===== config.mk =====
export PLATFORM = sky130hd
export DESIGN_NAME = search_controller_flat
export DESIGN_NICKNAME = d
export VERILOG_FILES = /design/src/rtl/search_if.sv /design/src/rtl/search_controller.sv /design/src/flat_wrapper.sv
export SDC_FILE = /design/constraint.sdc
export NUM_CORES = 1
export LEC_CHECK = 0
export CAP_MARGIN = 20
export CORE_AREA = 4 4 71 73
export CTS_BUF_LIST = sky130_fd_sc_hd__clkbuf_4
export CTS_CLUSTER_DIAMETER = 120
export DETAILED_ROUTE_END_ITERATION = 10
export DIE_AREA = 0 0 75 77
export SYNTH_ARGS = -nofsm -noshare
export SYNTH_HDL_FRONTEND = slang
export SYNTH_SLANG_ARGS = --single-unit

===== constraint.sdc =====
create_clock -name clk -period 1.3 [get_ports clk]
set_input_delay 0.13 -clock clk [delete_from_list [all_inputs] [get_ports clk]]
set_output_delay 0.13 -clock clk [all_outputs]
set_load 0.005 [all_outputs]

===== src/rtl/search_if.sv =====
// search_if: controller <-> frequency-search datapath handshake bundle.
interface search_if;
  logic start;
  logic equal;
  logic over;
  logic dp_clr;
  logic load;
  logic running;
  logic incFreq;
  logic busy;
  logic done;
  logic timeout;
  modport master (
    input  start, equal, over,
    output dp_clr, load, running, incFreq, busy, done, timeout
  );
  modport slave (
    output start, equal, over,
    input  dp_clr, load, running, incFreq, busy, done, timeout
  );
endinterface


===== src/rtl/search_controller.sv =====
// search_controller: sequences one frequency search per start pulse (clear, load, scan, drain, done)
// and aligns the equal flag with the datapath pipeline so each address is counted exactly once.
module search_controller #(
  parameter int ADDR_W   = 9,
  parameter int LAT      = 3,
  parameter int WD_EXTRA = 16
) (
  input logic clk,
  input logic reset,
  search_if.master bus
);
  localparam int LIMIT = (1 << ADDR_W) + LAT + WD_EXTRA;
  localparam int WD_W  = $clog2(LIMIT + 1);
  typedef enum logic [2:0] {IDLE, CLEAR, LOAD, SCAN, DRAIN, DONE} state_t;
  state_t state;
  logic [LAT-1:0] valid;
  logic [WD_W-1:0] wd;
  logic [2:0] dcnt;
  logic to_r;
  logic armed;
  always_ff @(posedge clk or negedge reset) begin
    if (!reset) begin
      state <= IDLE;
      valid <= '0;
      wd    <= '0;
      dcnt  <= '0;
      to_r  <= 1'b0;
      armed <= 1'b0;
    end else begin
      armed <= 1'b1;
      case (state)
        IDLE:  if (bus.start && armed) state <= CLEAR;
        CLEAR: state <= LOAD;
        LOAD: begin
          state <= SCAN;
          wd    <= '0;
          valid <= '0;
        end
        // valid tracks which in-flight compares belong to issued addresses
        SCAN: begin
          valid <= LAT'({valid, 1'b1});
          wd    <= wd + 1'b1;
          if (bus.over) begin
            state <= DRAIN;
            dcnt  <= '0;
          end else if (wd == WD_W'(LIMIT - 1)) begin
            state <= DONE;
            to_r  <= 1'b1;
          end
        end
        DRAIN: begin
          valid <= LAT'({valid, 1'b0});
          dcnt  <= dcnt + 1'b1;
          if (dcnt == 3'(LAT - 1)) state <= DONE;
        end
        DONE: if (bus.start) begin
          state <= CLEAR;
          to_r  <= 1'b0;
        end
        default: state <= IDLE;
      endcase
    end
  end
  assign bus.dp_clr  = state == CLEAR;
  assign bus.load    = state == LOAD;
  assign bus.running = state == SCAN;
  assign bus.busy    = state inside {CLEAR, LOAD, SCAN, DRAIN};
  assign bus.done    = state == DONE;
  assign bus.timeout = to_r;
  assign bus.incFreq = (state inside {SCAN, DRAIN}) && bus.equal && valid[LAT-1];
endmodule

===== src/flat_wrapper.sv =====
// flat-port wrapper written by rule: the top's interface ports become plain ports
module search_controller_flat 
#(
  parameter int ADDR_W   = 9,
  parameter int LAT      = 3,
  parameter int WD_EXTRA = 16
)
  (clk, reset, bus_start, bus_equal, bus_over, bus_dp_clr, bus_load, bus_running, bus_incFreq, bus_busy, bus_done, bus_timeout);
  search_if bus_i ();
  input logic clk;
  input logic reset;
  input wire logic [$bits(bus_i.start)-1:0] bus_start;
  input wire logic [$bits(bus_i.equal)-1:0] bus_equal;
  input wire logic [$bits(bus_i.over)-1:0] bus_over;
  output wire logic [$bits(bus_i.dp_clr)-1:0] bus_dp_clr;
  output wire logic [$bits(bus_i.load)-1:0] bus_load;
  output wire logic [$bits(bus_i.running)-1:0] bus_running;
  output wire logic [$bits(bus_i.incFreq)-1:0] bus_incFreq;
  output wire logic [$bits(bus_i.busy)-1:0] bus_busy;
  output wire logic [$bits(bus_i.done)-1:0] bus_done;
  output wire logic [$bits(bus_i.timeout)-1:0] bus_timeout;
  assign bus_i.start = bus_start;
  assign bus_i.equal = bus_equal;
  assign bus_i.over = bus_over;
  assign bus_dp_clr = bus_i.dp_clr;
  assign bus_load = bus_i.load;
  assign bus_running = bus_i.running;
  assign bus_incFreq = bus_i.incFreq;
  assign bus_busy = bus_i.busy;
  assign bus_done = bus_i.done;
  assign bus_timeout = bus_i.timeout;
  search_controller #(.ADDR_W(ADDR_W), .LAT(LAT), .WD_EXTRA(WD_EXTRA)) u_core (.clk(clk), .reset(reset), .bus(bus_i));
endmodule

==> metrics.txt <==
# TYPE chip_impl_metric gauge
chip_impl_info{name="run_status",value="complete, but fails checks"} 1
chip_impl_info{name="violations",value="setup timing"} 1
chip_impl_metric{name="setup_tns",unit="ps"} -1751
chip_impl_metric{name="drv_cap",unit=""} 0
chip_impl_metric{name="detail_route.drc_violations",unit=""} 0
chip_impl_metric{name="drive_above_1_share",unit="%"} 49.47
chip_impl_info{name="synth_area_leaders",value="dfrtp_1 (41%), nand2_1 (5.0%), a21oi_1 (3.9%)"} 1
chip_impl_metric{name="cts_buffer_depth",unit=""} 2
chip_impl_metric{name="setup_viol",unit=""} 16
chip_impl_info{name="timing.critical_path.slowest_stage_cell",value="dfrtp_1"} 1
chip_impl_metric{name="die_w",unit="µm"} 75
chip_impl_metric{name="ir_worst_vdd",unit="mV"} 1.126
chip_impl_metric{name="synth-edff-count",unit=""} 0
chip_impl_metric{name="ys_ff_latch",unit=""} 21
chip_impl_metric{name="detail_route.vias_per_cell",unit=""} 5.304
chip_impl_metric{name="grtUsageTotal",unit="%"} 12.42
chip_impl_metric{name="top_level_ports",unit=""} 12
chip_impl_metric{name="worst_path_arrival_time",unit="ps"} 1370
chip_impl_metric{name="slew_viol_final",unit=""} 0
chip_impl_metric{name="hpwl_detailed",unit="µm"} 2358
chip_impl_info{name="crit_path_cell_trace",value="buf_6 -> buf_4 -> nor2_4 -> xnor2_1 -> buf_2"} 1
chip_impl_metric{name="ys_types",unit=""} 46
chip_impl_info{name="startpoint_type",value="flip-flop"} 1
chip_impl_metric{name="initial_core_util",unit="%"} 29.17
chip_impl_metric{name="timing.final.ws_setup",unit="ps"} -203.8
chip_impl_metric{name="drtAntennaViolNets",unit=""} 0
chip_impl_metric{name="drt-initial-drc-count",unit=""} 67
chip_impl_metric{name="wire_per_inst",unit="µm"} 15.30
chip_impl_info{name="worst_setup_path_end_kind",value="primary output"} 1
chip_impl_metric{name="antenna_found_initial",unit=""} 0
chip_impl_metric{name="yosysTopAreaCellShare",unit="%"} 41.38
chip_impl_metric{name="highest_clock_rate",unit="MHz"} 665.0
chip_impl_info{name="hold_path.class",value="primary input to flip-flop"} 1
chip_impl_metric{name="wl",unit="µm"} 3671
chip_impl_info{name="ys_dominant_reg_cell",value="dfrtp_1"} 1
chip_impl_info{name="cts_tree",value="built"} 1
chip_impl_metric{name="syn-mean-instance-area",unit="µm²"} 9.071
chip_impl_info{name="critical_path_class",value="flip-flop to primary output"} 1
chip_impl_metric{name="clkSlewWorstSetupHoldPaths",unit="ps"} 120
chip_impl_metric{name="grt_start_max_net_pins",unit=""} 20
chip_impl_metric{name="first_global_vias",unit=""} 1231
chip_impl_metric{name="die_h",unit="µm"} 77
chip_impl_metric{name="core.rowCount",unit=""} 24
chip_impl_metric{name="final-seq-area",unit="µm²"} 531.8
chip_impl_metric{name="htree_num_levels",unit=""} 1
chip_impl_metric{name="worst_ep_required_time",unit="ps"} 1170
chip_impl_metric{name="wire_length_of_the_first_global_routing_pass",unit="µm"} 5692
chip_impl_metric{name="clock-sinks",unit=""} 21
chip_impl_metric{name="coreArea",unit="µm²"} 4354
chip_impl_info{name="rsz0062_at_grt",value="true"} 1
chip_impl_metric{name="die_area",unit="µm²"} 5775
chip_impl_metric{name="place.detailed.instances",unit=""} 219
chip_impl_info{name="synth_area_leader_cell",value="dfrtp_1"} 1
chip_impl_metric{name="critical-path-max-stage-delay",unit="ps"} 430
chip_impl_metric{name="syn_to_final_growth",unit="%"} 56.95
chip_impl_info{name="post-synth-top-count-cell",value="dfrtp_1"} 1
chip_impl_metric{name="finalNonFillerCells",unit=""} 240
chip_impl_metric{name="place_congestion",unit=""} 0.8108
chip_impl_metric{name="part_of_the_yosys_area_used_for_sequential_elements",unit="%"} 41.38
chip_impl_info{name="cts-root-buf",value="clkbuf_4"} 1
chip_impl_metric{name="synth-warning-count",unit=""} 0
chip_impl_metric{name="n_fill_cell",unit=""} 390
chip_impl_metric{name="finalCritPeriodShare",unit="%"} 115.7
chip_impl_metric{name="detailroute.via_count",unit=""} 1273
chip_impl_metric{name="antenna_cells_inserted",unit=""} 0
chip_impl_metric{name="count_of_buffers_inserted_at_the_top_level_ports",unit=""} 11
chip_impl_metric{name="total_leakage_power",unit="µW"} 0.0008940
chip_impl_metric{name="synth-async-reset-ratio",unit="%"} 100.0
chip_impl_metric{name="timing.final.hold_violations",unit=""} 0
chip_impl_metric{name="cell_area_synth",unit="µm²"} 1270
chip_impl_metric{name="num-nets-final",unit=""} 198
chip_impl_metric{name="tritoncts.num_buffers",unit=""} 3
chip_impl_metric{name="power-per-cell-area",unit="nW/µm²"} 2067
chip_impl_info{name="yosys-top-cells-count",value="dfrtp_1 (21), nand2_1 (17), a21oi_1 (10)"} 1
chip_impl_metric{name="area_of_the_multi_input_gates",unit="µm²"} 878.3
chip_impl_metric{name="clkLatencyLatePin",unit="ps"} 310
chip_impl_metric{name="dr.pass1.iters",unit=""} 4
chip_impl_metric{name="synth_instances",unit=""} 140
chip_impl_metric{name="grt-ovfl-total",unit=""} 0
chip_impl_metric{name="crit_path_max_fanout",unit=""} 7
chip_impl_metric{name="final_min_period",unit="ps"} 1504
chip_impl_metric{name="finalClockSkew",unit="ps"} 4.842
chip_impl_metric{name="mappedNetlistNets",unit=""} 149
[cell families (layout without fill, tap and decap cells)]
family | after synthesis | after routing | synth area share (%)
xor gates and xnor gates | 1 | 1 | 0.6898
DFF | 21 | 21 | 41.38
buffers and inverters | 17 | 65 | 6.699
AOI/OAI and AO/OA | 36 | 36 | 19.51
adders and majority gates | 4 | 4 | 3.941
muxes | 3 | 3 | 2.365
and+or+nand+nor | 57 | 57 | 25.12
other | 1 | 1 | 0.2953
[layout by cell type (no fill, tap or decap), types with 5 or more instances in the layout]
cell / instances
buf_6: 13
dfrtp_1: 16
a21oi_1: 9
buf_2: 5
dfrtp_2: 5
nand3_1: 5
nand2_1: 14
buf_4: 31
[metrics by stage]
step / hold slack (ps) / utilization, % / setup WS, ps / cell area [µm²] / power [µW]
5_1_grt: 483.0 / 45.78 / -292.5 / 1993 / 4383
6_report: 488.6 / 45.78 / -203.8 / 1993 / 4120
3_5_place_dp: 316.7 / 36.41 / -197.8 / 1585 / 2806
4_1_cts: 463.5 / 41.55 / -182.3 / 1809 / 3548
3_3_place_gp: 309.6 / 36.41 / -189.3 / 1585 / 2753
2_1_floorplan: -165.6 / - / -10.54 / 1270 / 2011
[final cells by class]
type / count / area share (%)
repair buffers: 55 / 23.23
clock buffers: 4 / 1.507
inverters: 6 / 1.255
flip-flops and latches: 21 / 26.68
multi-input cells: 102 / 44.07
well taps: 52 / 3.264
[what timing repair did]
action,CTS,global route
hold endpoints to repair,2,0
setup buffers,11,8
hold buffers,1,0
gates resized for setup,62,29
pin swaps,10,17
endpoints found under the setup margin,12,25
[registers in the layout (all words and copies together) (netlist names)]
name and flops:
u_core.dcnt 3, u_core.armed 1, u_core.wd 10, u_core.valid 3, u_core.state 3, u_core.bus.timeout 1
[worst paths after layout]
path,slack [ps],cells past startpoint,endpoint,startpoint
worst min-delay path,490,2,u_core.bus.timeout,bus_start
worst min register to register,540,1,u_core.dcnt[2],u_core.dcnt[2]
max in group asynchronous,290,3,u_core.state[0],reset
worst max register to register,-190,5,u_core.wd[4],u_core.state[2]
min in group asynchronous,520,2,u_core.bus.timeout,reset
worst max-delay path,-200,5,bus_busy,u_core.state[1]
[power breakdown]
group / switching (µW) / internal [µW]
sequential: 213 / 829
combinational: 1290 / 1440
clock: 213 / 141
total: 1710 / 2410
[critical path, delay by kind of cell, from the launching register on]
family                 cells  cell delay, ps
AND/OR/NAND/NOR            1             100
flip-flops                 1             430
buffers and inverters      3             420
XOR/XNOR                   1             110
[per-layer routing]
metal / GRT usage, % / vias to the layer above / part of all wire (%)
li1: - / 609 / -
met1: 14.81 / 635 / 41
met2: 22.47 / 25 / 56
met3: 1.307 / 4 / 1.6
met4: 3.915 / 0 / 1.3
met5: 0 / - / 0
Note: power is estimated with default switching activity, not from simulation.
